## src/rtl/ex_issue_stage_if.sv

```systemverilog
// ID/EX issue-stage bus: ID-side instruction fields, forwarding sources and EX-side handshake/operands.
// The master drives the ID fields, the forwarding sources and ex_ready; the slave is the issue stage.
interface ex_issue_stage_if #(
  parameter int unsigned W    = 32,
  parameter int unsigned RIDX = 5
);
  logic            id_valid;
  logic            id_ready;
  logic            flush;
  logic [1:0]      id_alu_op;
  logic [5:0]      id_funct;
  logic [W-1:0]    id_rs_data;
  logic [W-1:0]    id_rt_data;
  logic [W-1:0]    id_imm;
  logic            id_alu_src;
  logic [RIDX-1:0] id_rs;
  logic [RIDX-1:0] id_rt;
  logic [RIDX-1:0] id_rd;
  logic            id_reg_write;

  logic            exmem_reg_write;
  logic [RIDX-1:0] exmem_rd;
  logic [W-1:0]    exmem_result;
  logic            memwb_reg_write;
  logic [RIDX-1:0] memwb_rd;
  logic [W-1:0]    memwb_result;

  logic            ex_ready;
  logic            ex_valid;
  logic [3:0]      alu_ctl;
  logic [W-1:0]    alu_a;
  logic [W-1:0]    alu_b;
  logic [W-1:0]    ex_store_data;
  logic [RIDX-1:0] ex_rd;
  logic            ex_reg_write;
  logic            ex_illegal;

  modport master (
    output id_valid, flush, id_alu_op, id_funct, id_rs_data, id_rt_data, id_imm,
           id_alu_src, id_rs, id_rt, id_rd, id_reg_write,
           exmem_reg_write, exmem_rd, exmem_result,
           memwb_reg_write, memwb_rd, memwb_result, ex_ready,
    input  id_ready, ex_valid, alu_ctl, alu_a, alu_b, ex_store_data,
           ex_rd, ex_reg_write, ex_illegal
  );

  modport slave (
    input  id_valid, flush, id_alu_op, id_funct, id_rs_data, id_rt_data, id_imm,
           id_alu_src, id_rs, id_rt, id_rd, id_reg_write,
           exmem_reg_write, exmem_rd, exmem_result,
           memwb_reg_write, memwb_rd, memwb_result, ex_ready,
    output id_ready, ex_valid, alu_ctl, alu_a, alu_b, ex_store_data,
           ex_rd, ex_reg_write, ex_illegal
  );
endinterface

```

## src/rtl/ex_issue_stage.sv

```systemverilog
// ID/EX pipeline register and issue stage: ALU control decode, RAW forwarding from EX/MEM and MEM/WB,
// and a valid/ready handshake toward EX.
module ex_issue_stage #(
  parameter int unsigned W    = 32,
  parameter int unsigned RIDX = 5
) (
  input  logic             clk,
  input  logic             reset,
  ex_issue_stage_if.slave  bus
);

  localparam logic [3:0] CTL_AND = 4'b0000;
  localparam logic [3:0] CTL_OR  = 4'b0001;
  localparam logic [3:0] CTL_ADD = 4'b0010;
  localparam logic [3:0] CTL_SUB = 4'b0110;
  localparam logic [3:0] CTL_SLT = 4'b0111;
  localparam logic [3:0] CTL_NOR = 4'b1100;

  logic            valid_q;
  logic [3:0]      alu_ctl_q;
  logic [RIDX-1:0] rd_q;
  logic            reg_write_q;
  logic            illegal_q;
  logic [RIDX-1:0] rs_q;
  logic [RIDX-1:0] rt_q;
  logic [W-1:0]    rs_data_q;
  logic [W-1:0]    rt_data_q;
  logic [W-1:0]    imm_q;
  logic            alu_src_q;

  logic            ready_c;
  logic            load_c;
  logic [3:0]      dec_ctl_c;
  logic            dec_illegal_c;
  logic [W-1:0]    rs_fwd_c;
  logic [W-1:0]    rt_fwd_c;

  assign ready_c = ~valid_q | bus.ex_ready;
  assign load_c  = bus.id_valid & ready_c;

  // ALUOp/funct to ALU control word; unsupported funct falls back to add and is flagged
  always_comb begin
    dec_ctl_c     = CTL_ADD;
    dec_illegal_c = 1'b0;
    unique case (bus.id_alu_op)
      2'b00: dec_ctl_c = CTL_ADD;
      2'b01: dec_ctl_c = CTL_SUB;
      2'b11: dec_ctl_c = CTL_OR;
      default: begin
        case (bus.id_funct)
          6'b100000: dec_ctl_c = CTL_ADD;
          6'b100010: dec_ctl_c = CTL_SUB;
          6'b100100: dec_ctl_c = CTL_AND;
          6'b100101: dec_ctl_c = CTL_OR;
          6'b101010: dec_ctl_c = CTL_SLT;
          6'b100111: dec_ctl_c = CTL_NOR;
          default:   dec_illegal_c = 1'b1;
        endcase
      end
    endcase
  end

  // Pipeline register: reset > flush > load > drain; otherwise hold (covers stall)
  always_ff @(posedge clk) begin
    if (reset) begin
      valid_q     <= 1'b0;
      alu_ctl_q   <= 4'b0000;
      rd_q        <= '0;
      reg_write_q <= 1'b0;
      illegal_q   <= 1'b0;
      rs_q        <= '0;
      rt_q        <= '0;
      rs_data_q   <= '0;
      rt_data_q   <= '0;
      imm_q       <= '0;
      alu_src_q   <= 1'b0;
    end else if (bus.flush) begin
      valid_q     <= 1'b0;
      reg_write_q <= 1'b0;
    end else if (load_c) begin
      valid_q     <= 1'b1;
      alu_ctl_q   <= dec_ctl_c;
      rd_q        <= bus.id_rd;
      reg_write_q <= bus.id_reg_write & ~dec_illegal_c;
      illegal_q   <= dec_illegal_c;
      rs_q        <= bus.id_rs;
      rt_q        <= bus.id_rt;
      rs_data_q   <= bus.id_rs_data;
      rt_data_q   <= bus.id_rt_data;
      imm_q       <= bus.id_imm;
      alu_src_q   <= bus.id_alu_src;
    end else if (valid_q & bus.ex_ready) begin
      valid_q     <= 1'b0;
      reg_write_q <= 1'b0;
    end
  end

  // Forwarding stays live during a stall so held operands pick up newly retiring producers
  always_comb begin
    rs_fwd_c = rs_data_q;
    if (bus.exmem_reg_write && (bus.exmem_rd == rs_q) && (rs_q != '0))
      rs_fwd_c = bus.exmem_result;
    else if (bus.memwb_reg_write && (bus.memwb_rd == rs_q) && (rs_q != '0))
      rs_fwd_c = bus.memwb_result;
  end

  always_comb begin
    rt_fwd_c = rt_data_q;
    if (bus.exmem_reg_write && (bus.exmem_rd == rt_q) && (rt_q != '0))
      rt_fwd_c = bus.exmem_result;
    else if (bus.memwb_reg_write && (bus.memwb_rd == rt_q) && (rt_q != '0))
      rt_fwd_c = bus.memwb_result;
  end

  assign bus.id_ready      = ready_c;
  assign bus.ex_valid      = valid_q;
  assign bus.alu_ctl       = alu_ctl_q;
  assign bus.ex_rd         = rd_q;
  assign bus.ex_reg_write  = reg_write_q & valid_q;
  assign bus.ex_illegal    = illegal_q;
  assign bus.alu_a         = rs_fwd_c;
  assign bus.alu_b         = alu_src_q ? imm_q : rt_fwd_c;
  assign bus.ex_store_data = rt_fwd_c;

endmodule

```

## src/flat_wrapper.sv

```systemverilog
// flat-port wrapper written by rule: the top's interface ports become plain ports
module ex_issue_stage_flat 
#(
  parameter int unsigned W    = 32,
  parameter int unsigned RIDX = 5
)
  (clk, reset, bus_id_valid, bus_flush, bus_id_alu_op, bus_id_funct, bus_id_rs_data, bus_id_rt_data, bus_id_imm, bus_id_alu_src, bus_id_rs, bus_id_rt, bus_id_rd, bus_id_reg_write, bus_exmem_reg_write, bus_exmem_rd, bus_exmem_result, bus_memwb_reg_write, bus_memwb_rd, bus_memwb_result, bus_ex_ready, bus_id_ready, bus_ex_valid, bus_alu_ctl, bus_alu_a, bus_alu_b, bus_ex_store_data, bus_ex_rd, bus_ex_reg_write, bus_ex_illegal);
  ex_issue_stage_if #(.W(W), .RIDX(RIDX)) bus_i ();
  input  logic clk;
  input  logic reset;
  input wire logic [$bits(bus_i.id_valid)-1:0] bus_id_valid;
  input wire logic [$bits(bus_i.flush)-1:0] bus_flush;
  input wire logic [$bits(bus_i.id_alu_op)-1:0] bus_id_alu_op;
  input wire logic [$bits(bus_i.id_funct)-1:0] bus_id_funct;
  input wire logic [$bits(bus_i.id_rs_data)-1:0] bus_id_rs_data;
  input wire logic [$bits(bus_i.id_rt_data)-1:0] bus_id_rt_data;
  input wire logic [$bits(bus_i.id_imm)-1:0] bus_id_imm;
  input wire logic [$bits(bus_i.id_alu_src)-1:0] bus_id_alu_src;
  input wire logic [$bits(bus_i.id_rs)-1:0] bus_id_rs;
  input wire logic [$bits(bus_i.id_rt)-1:0] bus_id_rt;
  input wire logic [$bits(bus_i.id_rd)-1:0] bus_id_rd;
  input wire logic [$bits(bus_i.id_reg_write)-1:0] bus_id_reg_write;
  input wire logic [$bits(bus_i.exmem_reg_write)-1:0] bus_exmem_reg_write;
  input wire logic [$bits(bus_i.exmem_rd)-1:0] bus_exmem_rd;
  input wire logic [$bits(bus_i.exmem_result)-1:0] bus_exmem_result;
  input wire logic [$bits(bus_i.memwb_reg_write)-1:0] bus_memwb_reg_write;
  input wire logic [$bits(bus_i.memwb_rd)-1:0] bus_memwb_rd;
  input wire logic [$bits(bus_i.memwb_result)-1:0] bus_memwb_result;
  input wire logic [$bits(bus_i.ex_ready)-1:0] bus_ex_ready;
  output wire logic [$bits(bus_i.id_ready)-1:0] bus_id_ready;
  output wire logic [$bits(bus_i.ex_valid)-1:0] bus_ex_valid;
  output wire logic [$bits(bus_i.alu_ctl)-1:0] bus_alu_ctl;
  output wire logic [$bits(bus_i.alu_a)-1:0] bus_alu_a;
  output wire logic [$bits(bus_i.alu_b)-1:0] bus_alu_b;
  output wire logic [$bits(bus_i.ex_store_data)-1:0] bus_ex_store_data;
  output wire logic [$bits(bus_i.ex_rd)-1:0] bus_ex_rd;
  output wire logic [$bits(bus_i.ex_reg_write)-1:0] bus_ex_reg_write;
  output wire logic [$bits(bus_i.ex_illegal)-1:0] bus_ex_illegal;
  assign bus_i.id_valid = bus_id_valid;
  assign bus_i.flush = bus_flush;
  assign bus_i.id_alu_op = bus_id_alu_op;
  assign bus_i.id_funct = bus_id_funct;
  assign bus_i.id_rs_data = bus_id_rs_data;
  assign bus_i.id_rt_data = bus_id_rt_data;
  assign bus_i.id_imm = bus_id_imm;
  assign bus_i.id_alu_src = bus_id_alu_src;
  assign bus_i.id_rs = bus_id_rs;
  assign bus_i.id_rt = bus_id_rt;
  assign bus_i.id_rd = bus_id_rd;
  assign bus_i.id_reg_write = bus_id_reg_write;
  assign bus_i.exmem_reg_write = bus_exmem_reg_write;
  assign bus_i.exmem_rd = bus_exmem_rd;
  assign bus_i.exmem_result = bus_exmem_result;
  assign bus_i.memwb_reg_write = bus_memwb_reg_write;
  assign bus_i.memwb_rd = bus_memwb_rd;
  assign bus_i.memwb_result = bus_memwb_result;
  assign bus_i.ex_ready = bus_ex_ready;
  assign bus_id_ready = bus_i.id_ready;
  assign bus_ex_valid = bus_i.ex_valid;
  assign bus_alu_ctl = bus_i.alu_ctl;
  assign bus_alu_a = bus_i.alu_a;
  assign bus_alu_b = bus_i.alu_b;
  assign bus_ex_store_data = bus_i.ex_store_data;
  assign bus_ex_rd = bus_i.ex_rd;
  assign bus_ex_reg_write = bus_i.ex_reg_write;
  assign bus_ex_illegal = bus_i.ex_illegal;
  ex_issue_stage #(.W(W), .RIDX(RIDX)) u_core (.clk(clk), .reset(reset), .bus(bus_i));
endmodule
```

## config.mk

```make
export PLATFORM = sky130hd
export DESIGN_NAME = ex_issue_stage_flat
export DESIGN_NICKNAME = d
export VERILOG_FILES = /design/src/rtl/ex_issue_stage_if.sv /design/src/rtl/ex_issue_stage.sv /design/src/flat_wrapper.sv
export SDC_FILE = /design/constraint.sdc
export NUM_CORES = 1
export LEC_CHECK = 0
export BUFFER_PORTS_ARGS = -buffer_cell sky130_fd_sc_hd__buf_4
export CORE_AREA = 2 2 122 124
export DETAILED_ROUTE_END_ITERATION = 7
export DIE_AREA = 0 0 124 126
export PLACE_DENSITY = 0.81
export SYNTH_ARGS = -nofsm -noshare
export SYNTH_HDL_FRONTEND = slang
export SYNTH_SLANG_ARGS = --single-unit
```

## constraint.sdc

```tcl
create_clock -name clk -period 3.32 [get_ports clk]
set_clock_uncertainty 0.15 [all_clocks]
set_input_delay 0.664 -clock clk [delete_from_list [all_inputs] [get_ports clk]]
set_output_delay 0.664 -clock clk [all_outputs]
set_load 0.01 [all_outputs]
```

==> metrics.md <==
| Metric | Value |
|---|---|
| Run status | `finished clean` |
| Unrepaired setup endpoints after global routing | `yes` |
| FF-to-FF setup slack | `1.30 ns` |
| Reg-to-Reg End | `u_core.imm_q[27]` |
| Seq cells post-synth | `119` |
| Global-route wire length before repair | `37900 µm` |
| Post-synth top area share | `0.355` |
| Peak supply drop | `0.375 mV` |
| Post-DRT Antenna Nets | `0` |
| Pwr dens | `430 nW/µm²` |
| Post-synth cell types | `43` |
| Most frequent cells in the layout | `buf_4, nand2_1, a21oi_1, dfxtp_1, mux2i_1` |
| Slew at the pin closest to its max-slew limit | `0.723 ns` |
| Main synth FF type | `dfxtp_1` |
| Max Cap Viol | `0` |
| Largest net degree at the start of global routing | `101` |
| YS warnings | `0` |
| Clock latency on the worst-skew pair | `0.42 ns` |
| Main combinational cell family by area after synthesis | `simple AND/OR/NAND/NOR gates` |
| Area Growth Syn to Fin | `48.0%` |
| Final std cells w/o fill | `1369` |
| Net Count, Synth | `1092` |
| Synth Instances | `890` |
| Setup Viol. Count Final | `0` |
| Standby leakage power | `4.05 nW` |
| Commonest non-fill, non-tap cell in the layout | `buf_4` |
| Hold_buf cts | `0` |
| Mux share of post-synthesis cell area | `0.0955` |
| Initial Utilization | `0.469` |
| Via/cell ratio | `5.48` |
| Initial antenna violation count | `1` |
| DRT iter0 DRCs | `650` |
| Critical Path Start Type | `flip-flop` |
| Total power | `4.27 mW` |
| Area leader, netlist | `dfxtp_1` |
| Drt drc | `0` |
| Max-slew violations | `0` |
| EDFF count, synth | `0` |
| Hold Fails Final Rpt | `0` |
| N_diodes | `0` |
| Worst Path Required | `2.51 ns` |
| Xor-xnor portion of the synthesized cell area | `0.0248` |
| Critical path class | `reg -> out` |
| Place WS | `0.206 ns` |
| I/O Buffers | `310` |
| CP Max Fanout | `23` |
| Post-synthesis compound-gate area fraction | `0.223` |
| Dpl cells | `1326` |
| Share of cells above drive strength 1 | `0.350` |
| Wirelength per Cell | `19.2 µm` |
| Number of clock sinks | `119` |
| Die X | `124 µm` |
| Final setup TNS | `0 ns` |
| Nets | `1375` |
| Critical path endpoint category | `output port` |
| Worst Setup Slack, final | `0.0445 ns` |
| HP Start | `bus_flush` |
| Die ar. | `15600 µm²` |
| Global route overflow | `0` |
| Mapped cell area | `6710 µm²` |
| Data arrival, critical path | `2.46 ns` |
| Min Tclk post-route | `3.28 ns` |
| CTS Root Buffer Type | `clkbuf_16` |
| Post-synthesis sequential area ratio | `0.355` |
| Synth Area in Simple Gates | `0.229` |
| Worst Hold Class | `in -> reg` |
| Hold Path Depth | `2` |
| Ports | `311` |
| TritonCTS clock tree | `yes` |
| Fraction of registers with async set/reset | `0` |
| Synth area leaders | `dfxtp_1, nand2_1, a21oi_1` |
| Slew Limit Headroom | `0.517` |
| Post-Synth Adder-Cell Area | `0` |
| DP HPWL | `18500 µm` |
| Die Y | `126 µm` |
| GRT Total Usage | `0.321` |
| Number of global-route vias before repair | `6930` |
| Core Rows | `44` |
| Hold Path End | `u_core.bus.ex_valid` |
| Total number of vias | `7505` |
| Total Routed Length | `26200 µm` |
| FF-to-FF Start | `u_core.bus.ex_valid` |
| DR pass1 iterations | `6` |
| Syn Area/Cell | `7.54 µm²` |
| FF-to-FF path depth | `5` |
| Final Wtd Congestion | `0.998` |
| Core Util, Final | `0.694` |
| Core Area | `14300 µm²` |
| Fin crit share | `0.987` |
| Maximum clock insertion buffer count | `2` |
| TritonCTS Buffers | `17` |
| Htree depth | `4` |
| Fmax | `0.305 GHz` |
| Clock Pin Slew Worst Setup and Hold Paths | `0.05 ns` |
## cells in the mapped netlist (2+ instances only)
library cell  number
nand3b_1           2
nand4_1            2
o21ai_0            3
a21oi_1          148
clkbuf_1          41
buf_1              5
nor4_4             3
nor3_1            33
xor2_1             8
nor3b_1            2
buf_4              6
mux2i_1           64
a221oi_2          32
dfxtp_1          119
nand2_1          262
buf_6              8
buf_2             11
nor2b_1            2
xnor2_1           11
nor4_1             2
o21ai_1           30
nand2b_1           5
nor2_1            39
inv_1             33
## power by group
part | internal, mW | switching (mW) | total (mW)
Combinational | 0.405 | 0.389 | 0.794
Clock | 1.26 | 0.660 | 1.92
Sequential | 1.50 | 0.0557 | 1.55
Total | 3.16 | 1.11 | 4.27
## worst max-delay path by stage
stage | end | startpoint | slack [ns] | cells past startpoint
2_1_floorplan | bus_alu_b[0] | bus_memwb_rd[1] | 0.61 | 6
3_3_place_gp | bus_alu_b[20] | bus_exmem_rd[3] | 0.20 | 7
3_5_place_dp | bus_alu_b[20] | bus_exmem_rd[3] | 0.21 | 7
4_1_cts | bus_alu_b[2] | u_core.rt_q[0] | 0.05 | 7
5_1_grt | bus_alu_b[1] | u_core.rt_q[0] | -0.006 | 8
6_report | bus_alu_b[20] | u_core.rt_q[0] | 0.04 | 7
## registers in the layout, summed over array words and instances (netlist names)
signal                 count
u_core.bus.ex_rd           5
u_core.bus.ex_illegal      1
u_core.imm_q              32
u_core.alu_src_q           1
u_core.rs_q                5
u_core.bus.alu_ctl         4
u_core.rt_q                5
u_core.rs_data_q          32
u_core.bus.ex_valid        1
u_core.reg_write_q         1
u_core.rt_data_q          32
## critical path, cell delays in order (launching register included)
cell and delay [ns]:
dfxtp_2 0.35, or4_4 0.55, o211a_4 0.29, nand2_8 0.15, buf_12 0.19, nor3_1 0.07
a221oi_2 0.25, buf_4 0.18
## kinds of logic after synthesis
kind of cell | count (synthesis)
xor gates and xnor gates | 19
muxes | 64
buffers and inverters | 104
AOI/OAI and AO/OA | 223
and+or+nand+nor | 361
DFF | 119
## layout make-up
cell class              instances  area [µm²]
clock inverters                10         153
flip-flops and latches        119        2390
clock buffers                  21         450
well taps                     184         230
inverters                      33         124
multi-input cells             667        3870
repair buffers                335        2710
fillers                      1201        4390
## metal layers
layer  share of wire  vias to the layer above  wire length [µm]  GRT usage
met5         0.00038                        -                10          0
met4           0.031                        2               809      0.120
met3           0.087                       70              2290     0.0820
met2            0.48                      431             12600      0.513
met1            0.40                     3403             10500      0.414
li1                -                     3599                 -          -
## per-stage QoR
stage | hold WS [ns] | cell area [µm²]
after floorplan | 0.286 | 6710
after global placement | 0.292 | 9130
after detailed placement | 0.296 | 9130
after CTS | 0.273 | 9780
after global routing | 0.284 | 9930
final | 0.277 | 9930
## repair_timing
item	CTS	global route
pin swaps	1	8
resized for setup	1	13
setup endpoints to repair	23	40
gates cloned	1	3
buffers inserted	1	7
(Power assumes the default switching activity.)
